--- config.mk ---
export PLATFORM = sky130hd
export DESIGN_NAME = mem_access_stage
export DESIGN_NICKNAME = d
export VERILOG_FILES = /design/src/rtl/mem_access_stage_pkg.sv /design/src/rtl/mem_wait_timer.sv /design/src/rtl/mem_access_stage.sv
export SDC_FILE = /design/constraint.sdc
export NUM_CORES = 1
export LEC_CHECK = 0
export CAP_MARGIN = 20
export CORE_ASPECT_RATIO = 1.1
export CORE_MARGIN = 5
export CORE_UTILIZATION = 29
export DETAILED_ROUTE_END_ITERATION = 16
export HOLD_SLACK_MARGIN = 0.1
export PLACE_DENSITY = 0.72
export SYNTH_ARGS = -nofsm -noshare
export SYNTH_HDL_FRONTEND = slang
export SYNTH_SLANG_ARGS = --single-unit
--- constraint.sdc ---
create_clock -name clk -period 3.1 [get_ports clk]
set_clock_uncertainty 0.1 [all_clocks]
set_input_delay 0.93 -clock clk [delete_from_list [all_inputs] [get_ports clk]]
set_output_delay 0.93 -clock clk [all_outputs]
set_load 0.005 [all_outputs]
--- src/rtl/mem_access_stage_pkg.sv ---
// Shared definitions for the MEM stage: FSM state codes, default timeout and
// the word-alignment helper. The hazard unit imports the same package.
package mem_access_stage_pkg;

   typedef enum logic {
      ST_IDLE = 1'b0,
      ST_WAIT = 1'b1
   } mem_state_e;

   localparam int MAX_WAIT_DEF = 16;

   function automatic logic word_aligned(input logic [1:0] lsb);
      return (lsb == 2'b00);
   endfunction

endpackage

--- src/rtl/mem_wait_timer.sv ---
// Wait-state counter for the MEM stage: counts stalled cycles of one access
// and flags the cycle in which the access has used up its budget.
module mem_wait_timer #(
   parameter int MAX_WAIT = 16,
   parameter int CNT_W    = $clog2(MAX_WAIT)
) (
   input  logic clk,
   input  logic reset,
   input  logic clear,
   input  logic inc,
   output logic expired
);

   logic [CNT_W-1:0] cnt_q;
   logic [CNT_W-1:0] cnt_d;

   always_comb begin
      cnt_d = cnt_q;
      if (clear) begin
         cnt_d = '0;
      end else if (inc) begin
         cnt_d = cnt_q + CNT_W'(1);
      end
   end

   always_ff @(posedge clk or posedge reset) begin
      if (reset) begin
         cnt_q <= '0;
      end else begin
         cnt_q <= cnt_d;
      end
   end

   assign expired = (cnt_q == CNT_W'(MAX_WAIT - 1));

endmodule

--- src/rtl/mem_access_stage.sv ---
// MEM pipeline stage: issues data-memory requests for loads/stores, stalls
// upstream on wait states, and registers results into MEM/WB.
module mem_access_stage
   import mem_access_stage_pkg::*;
#(
   parameter int DATA_W   = 32,
   parameter int REG_W    = 5,
   parameter int MAX_WAIT = MAX_WAIT_DEF
) (
   input  logic              clk,
   input  logic              reset,
   input  logic [DATA_W-1:0] ALUout_i,
   input  logic [DATA_W-1:0] Op2_i,
   input  logic [REG_W-1:0]  RegDest_i,
   input  logic              RegWrite_i,
   input  logic              MemRead_i,
   input  logic              MemWrite_i,
   input  logic              MemtoReg_i,
   output logic              mem_req,
   output logic              mem_we,
   output logic [DATA_W-1:0] mem_addr,
   output logic [DATA_W-1:0] mem_wdata,
   input  logic              mem_ack,
   input  logic [DATA_W-1:0] mem_rdata,
   output logic              stall_o,
   output logic [DATA_W-1:0] MemData_o,
   output logic [DATA_W-1:0] ALUout_o,
   output logic [REG_W-1:0]  RegDest_o,
   output logic              regWrite_o,
   output logic              MemtoReg_o,
   output logic              err_misalign,
   output logic              err_timeout
);

   mem_state_e state_q, state_d;

   logic memop, is_load, aligned, req_ok, misalign;
   logic ack_hit, timeout, stall, expired;

   logic [DATA_W-1:0] mem_data_q, mem_data_d;
   logic [DATA_W-1:0] alu_out_q, alu_out_d;
   logic [REG_W-1:0]  reg_dest_q, reg_dest_d;
   logic              reg_write_q, reg_write_d;
   logic              memto_reg_q, memto_reg_d;
   logic              err_misalign_q, err_misalign_d;
   logic              err_timeout_q, err_timeout_d;

   mem_wait_timer #(
      .MAX_WAIT (MAX_WAIT)
   ) u_timer (
      .clk     (clk),
      .reset   (reset),
      .clear   (~stall),
      .inc     (stall),
      .expired (expired)
   );

   // Request decode and FSM next state. Reset gates the request so an
   // in-flight access is abandoned the moment reset rises.
   always_comb begin
      memop    = MemRead_i | MemWrite_i;
      is_load  = MemRead_i & ~MemWrite_i;
      aligned  = word_aligned(ALUout_i[1:0]);
      misalign = memop & ~aligned;
      req_ok   = memop & aligned & ~reset;
      ack_hit  = req_ok & mem_ack;
      timeout  = req_ok & ~mem_ack & (state_q == ST_WAIT) & expired;
      stall    = req_ok & ~mem_ack & ~timeout;
      state_d  = state_q;
      case (state_q)
         ST_IDLE: if (stall) state_d = ST_WAIT;
         ST_WAIT: if (!stall) state_d = ST_IDLE;
         default: state_d = ST_IDLE;
      endcase
   end

   always_ff @(posedge clk or posedge reset) begin
      if (reset) begin
         state_q <= ST_IDLE;
      end else begin
         state_q <= state_d;
      end
   end

   // MEM/WB next values: a stalled, misaligned or timed-out instruction is
   // turned into a bubble so it can never write back.
   always_comb begin
      alu_out_d      = ALUout_i;
      reg_dest_d     = RegDest_i;
      memto_reg_d    = MemtoReg_i;
      reg_write_d    = RegWrite_i & ~(stall | misalign | timeout);
      mem_data_d     = (ack_hit & is_load) ? mem_rdata : mem_data_q;
      err_misalign_d = err_misalign_q | misalign;
      err_timeout_d  = err_timeout_q | timeout;
   end

   always_ff @(posedge clk or posedge reset) begin
      if (reset) begin
         mem_data_q     <= '0;
         alu_out_q      <= '0;
         reg_dest_q     <= '0;
         reg_write_q    <= 1'b0;
         memto_reg_q    <= 1'b0;
         err_misalign_q <= 1'b0;
         err_timeout_q  <= 1'b0;
      end else begin
         mem_data_q     <= mem_data_d;
         alu_out_q      <= alu_out_d;
         reg_dest_q     <= reg_dest_d;
         reg_write_q    <= reg_write_d;
         memto_reg_q    <= memto_reg_d;
         err_misalign_q <= err_misalign_d;
         err_timeout_q  <= err_timeout_d;
      end
   end

   assign mem_req      = req_ok;
   assign mem_we       = req_ok & MemWrite_i;
   assign mem_addr     = ALUout_i;
   assign mem_wdata    = Op2_i;
   assign stall_o      = stall;
   assign MemData_o    = mem_data_q;
   assign ALUout_o     = alu_out_q;
   assign RegDest_o    = reg_dest_q;
   assign regWrite_o   = reg_write_q;
   assign MemtoReg_o   = memto_reg_q;
   assign err_misalign = err_misalign_q;
   assign err_timeout  = err_timeout_q;

endmodule

== Yosys cells after proc, flatten, opt, wreduce, memory -nomap -nowiden ==
Cells that the tools add are included.

* Add/subtract/negate cells: 1
* Multipliers: 0
* Divide/modulo/power cells: 0
* Magnitude comparators: 0
* Equality and inequality tests: 1
* Shifts and indexed selects: 0
* Multiplexer cells: 2
* Bitwise gates (word level): 23
* Reduce and logical (&&, ||, !) cells: 1

{| class="wikitable"
|+ Operators with widths
! cell !! count
|-
| $and 1x1->1 || 12
|-
| $not 1->1 || 6
|-
| $or 1x1->1 || 5
|-
| $add 4x1->4 const B || 1
|-
| $eq 4x4->1 const B || 1
|-
| $mux 4 || 1
|-
| $logic_not 2->1 || 1
|-
| $mux 1 || 1
|}

* Flip-flop bits (word level): 78
* Latch bits: 0
* Bits in writable memories: 0
* ROM bits: 0
* Output and inout port bits: 140
* Logic and storage cells: 37
* Memories kept: 0

== Longest topological paths before layout ==
* Depth after elaboration: 12
* Gate-level depth with buffers: 4
* Gate-level depth less buffers: 4

== Modules after synthesis ==
A second synthesis with hierarchy kept.

* Cells, all modules: 207
* Area, all modules: 3026.7 µm²

{| class="wikitable"
|+ Modules (own cells, without submodules)
! module !! instances !! cells an instance !! area an instance (µm²) !! sequential area each (µm²)
|-
| mem_access_stage || 1 || 189 || 2824.0 || 1851.8
|-
| mem_wait_timer || 1 || 18 || 202.7 || 100.1
|}

== Worst setup path after synthesis ==
Ideal clock, no wire load.

* Path kind: input-to-output
* Start: input reset
* End: output stall_o
* Arrival time: 1.684 ns
* Required time: 2.070 ns
* Path slack: 0.386 ns
* Stages: 3
* Path buffers: 0
* Cell sequence: or3_4 -> nor3_1 -> and2_1

* Cells in the longest elaborated chain, start to end: 7

{| class="wikitable"
|+ Ends and longest elaborated chain
! what !! line !! source
|-
| from (decl) || mem_access_stage.sv:11 || <nowiki>input logic reset,</nowiki>
|-
| $not 1->1 * || mem_access_stage.sv:65 || <nowiki>req_ok = memop & aligned & ~reset;</nowiki>
|-
| $and 1x1->1 * || mem_access_stage.sv:65 ||
|-
| $and 1x1->1 * || mem_access_stage.sv:67, mem_access_stage.sv:68 ||
|-
| $and 1x1->1 (2 in series) || mem_access_stage.sv:67 || <nowiki>timeout = req_ok & ~mem_ack & (state_q == ST_WAIT) & expired;</nowiki>
|-
| $not 1->1 || mem_access_stage.sv:68 || <nowiki>stall = req_ok & ~mem_ack & ~timeout;</nowiki>
|-
| $and 1x1->1 * || mem_access_stage.sv:68 ||
|-
| to (decl) || mem_access_stage.sv:25 || <nowiki>output logic stall_o,</nowiki>
|}

Mark *: on every way between the ends. The rest lies on a longest branch, timed or not.

== Final worst setup path ==
* Start: input reset
* End: output mem_req

* Cells in the longest elaborated chain, start to end: 2

{| class="wikitable"
|+ Ends and longest elaborated chain
! what !! line !! source
|-
| $not 1->1 || mem_access_stage.sv:65 ||
|-
| $and 1x1->1 || mem_access_stage.sv:65 ||
|-
| to (decl) || mem_access_stage.sv:19 || <nowiki>output logic mem_req,</nowiki>
|}

Every way passes these cells.

==> results by group <==
Critical path
  • CP cell instances: dlygate4sd2_1 -> or3_4 -> buf_6 -> nor2_2 -> clkdlybuf4s15_2
  • Crit path max fanout: 4
  • Max incr delay on CP: 0.41 ns
  • Worst reg2reg path startpoint: u_timer.cnt_q[0]$_DFF_PP0_
  • CP required: 2.07 ns
  • Critical path arrival: 2.04 ns
  • Flop-to-flop setup slack: 1.85 ns
  • Crit path capture type: primary output
  • CP Launch Type: input port
  • Reg2reg end: u_timer.cnt_q[3]$_DFF_PP0_
  • Worst reg-to-reg path cell count: 4
  • Worst setup path category: in -> out
  • Crit-path slowest cell: or3_4

GRT
  • Initial antenna violation count: 0
  • Vias in the first global route: 2179
  • Largest net degree at the start of global routing: 79
  • GRT Resource Usage Total: 0.121
  • Congestion Overflow GR: 0
  • Global-route wire length before repair: 11.3 mm

Clock tree
  • TritonCTS Buffers: 9
  • CTS max path bufs: 2
  • Worst-Skew Late Latency: 0.33 ns
  • Clock transition at path regs: 0.06 ns
  • CTS H-tree depth: 3
  • Clock root buffer: clkbuf_16
  • TritonCTS clock tree: built
  • Cts hold-fix bufs: 0
  • Clock sink total: 78

Min path
  • Min-delay src: err_misalign$_DFF_PP0_
  • Hold WC Path Type: reg -> reg
  • Min-Delay Endpoint: err_misalign$_DFF_PP0_
  • Hold depth: 1

STA
  • Slew Limit Fails: 0
  • Hold Slack: 0.370 ns
  • Min Tclk post-route: 3.07 ns
  • RSZ-0062 raised after global routing: no
  • Relative slew margins: 0.713
  • Fmax: 326 MHz
  • Fin. Hold Viols: 0
  • Period Utilization, post-route: 0.990
  • Measured slew at the worst slew-check pin: 0.430 ns
  • Final setup fails: 0

Power
  • Sw power: 0.572 mW
  • Seq pwr share: 0.412
  • PD cells: 579 nW/um^2
  • Net Sw Frac: 0.201
  • Max IR drop VDD: 0.000311 V
  • Internal power: 2.27 mW
  • Combinational power share: 0.178
  • Leak: 2.10 nW
  • Tot Pwr: 2.84 mW
  • Clock share of power: 0.410

Synth
  • Post-synthesis mux area share: 0.120
  • Distinct cells, synth: 25
  • Syn nets: 312
  • Adder-Cell Fraction of Synth Area: 0.00418
  • Synth Register Bits: 78
  • Area of the mapped netlist: 3000 sq um
  • Area contributors post-synth: dfrtp_1 65%, buf_4 16%, mux2_2 11%
  • Syn_area_per_cell: 14.8 sq um
  • Largest family of logic cells by synthesized area: buffers and inverters
  • Synth top area share: 0.652
  • Synth Area in Simple Gates: 0.0351
  • Yosys warning count: 0
  • Part of the Yosys area used for sequential elements: 0.652
  • Compound-gate portion of the synthesized area: 0.0104
  • Xor and xnor area share after synthesis: 0.00292
  • Cells after synthesis: 203
  • Area leader, netlist: dfrtp_1

Job
  • Max Cap Violations: 0

Finish
  • Layout area overhead: 63.9%
  • Fraction of layout instances using a drive strength above 1: 0.189
  • Diodes inserted: 0
  • Layout Nets: 448
  • Final Instance Area: 4910 sq um

Place
  • Final RePlAce weighted congestion: 0.741
  • DP Area: 4560 sq um
  • Port Buffers: 183
  • DP Wirelength: 5.84 mm

Route
  • Routed wire length: 7.45 mm
  • Final ANT Viol Nets: 0
  • Via Count: 1984
  • DR pass1 iterations: 4
  • Wirelength per Cell: 15.9 um
  • Routed vias/inst: 4.25
  • DRC errors left: 0
  • Initial DRC Count: 28

Die
  • Ports: 248
  • Die height: 117 um
  • Row count: 39
  • Die X: 107 um
  • Initial Utilization: 0.292
  • Area of the die: 12500 sq um
  • Core area: 10200 sq um

Run status
  • Status: finished, final reports clean
[cells by family (layout without fill, tap and decap cells)]
kind of cell,after synthesis,in the layout
mux,32,32
buf+inv,70,211
flops,78,78
simple gates,16,16
xor+xnor,1,1
fa+ha+maj,1,1
compound gates,5,5
[power by group through the flow]
stage	clock network (mW)	logic (mW)	registers, mW
after floorplan	0	0.160	1.20
after global placement	0	0.511	1.19
after detailed placement	0	0.517	1.19
after CTS	1.21	0.520	1.17
after global routing	1.25	0.547	1.19
final	1.17	0.506	1.17
[registers in the layout, summed over array words and instances, names as in the netlist]
| signal | flops |
|---|---|
| regWrite_o | 1 |
| RegDest_o | 5 |
| err_misalign | 1 |
| state_q | 1 |
| ALUout_o | 32 |
| u_timer.cnt_q | 4 |
| MemtoReg_o | 1 |
| MemData_o | 32 |
| err_timeout | 1 |
[worst max path at each step]
stage | endpoint | slack (ns) | start | cells after the start
final | mem_req | 0.03 | reset | 5
after global placement | stall_o | -0.69 | reset | 5
after CTS | mem_req | 0.004 | ALUout_i[0] | 5
after floorplan | ALUout_o[0]$_DFF_PP0_ | 0.07 | reset | 1
after global routing | mem_req | 0.009 | reset | 5
after detailed placement | stall_o | -0.70 | reset | 5
[per-layer routing]
layer / GRT usage / share of wire
met5: 0 / 0
met4: 0.0699 / 0.023
met3: 0.0702 / 0.15
met2: 0.192 / 0.48
met1: 0.126 / 0.36
[what timing repair did]
| action | in CTS | in global routing |
|---|---|---|
| hold endpoints to repair | 0 | 0 |
| pin swaps | 3 | 1 |
| setup endpoints to repair | 3 | 2 |
| setup buffers | 0 | 0 |
| gates resized for setup | 17 | 2 |
[per-stage QoR]
| stage | setup WS (ns) | setup TNS (ns) | util | cells |
|---|---|---|---|---|
| floorplan | 0.0750 | 0 | - | 203 |
| global placement | -0.686 | -1.63 | 0.445 | 451 |
| detailed placement | -0.695 | -1.64 | 0.445 | 451 |
| CTS | 0.00438 | 0 | 0.479 | 467 |
| global route | 0.00900 | 0 | 0.479 | 467 |
| finish | 0.0322 | 0 | 0.479 | 467 |
[cells in the final DEF, fill, tap and decap left out, drive strengths merged, types with 3 or more instances in the layout]
| master | instances |
|---|---|
| dlygate4sd2 | 3 |
| bufinv | 3 |
| mux2 | 32 |
| buf | 10 |
| dfrtp | 78 |
| nor2 | 4 |
| clkbuf | 10 |
| clkdlybuf4s50 | 177 |
| clkinv | 4 |
[synthesized netlist by cell type]
cell      instances
a21oi_1           1
a22oi_1           1
and2_1            1
and3_1            2
buf_4            64
buf_6             3
dfrtp_1          78
ha_1              1
inv_1             3
mux2_1            2
mux2_2           30
nand2_1           1
nand2b_1          1
nand4_1           1
nand4b_1          1
nor2_1            4
nor3_1            1
nor3_4            1
nor3b_1           1
o21ai_0           1
o21bai_1          1
o22ai_1           1
or3_1             1
or3_4             1
xnor2_1           1
[cell type report]
| class | instances | area (sq um) |
|---|---|---|
| fillers | 925 | 5340 |
| flip-flops and latches | 78 | 1950 |
| repair buffers | 192 | 1920 |
| multi-input cells | 55 | 537 |
| clock buffers | 9 | 225 |
| well taps | 123 | 154 |
| clock inverters | 7 | 113 |
| inverters | 3 | 12.5 |
[critical path, delay by kind of cell]
kind / cells / cell delay [ns]
buf+inv: 3 / 0.60
simple gates: 2 / 0.51
Power figures use the tool's default switching activity.
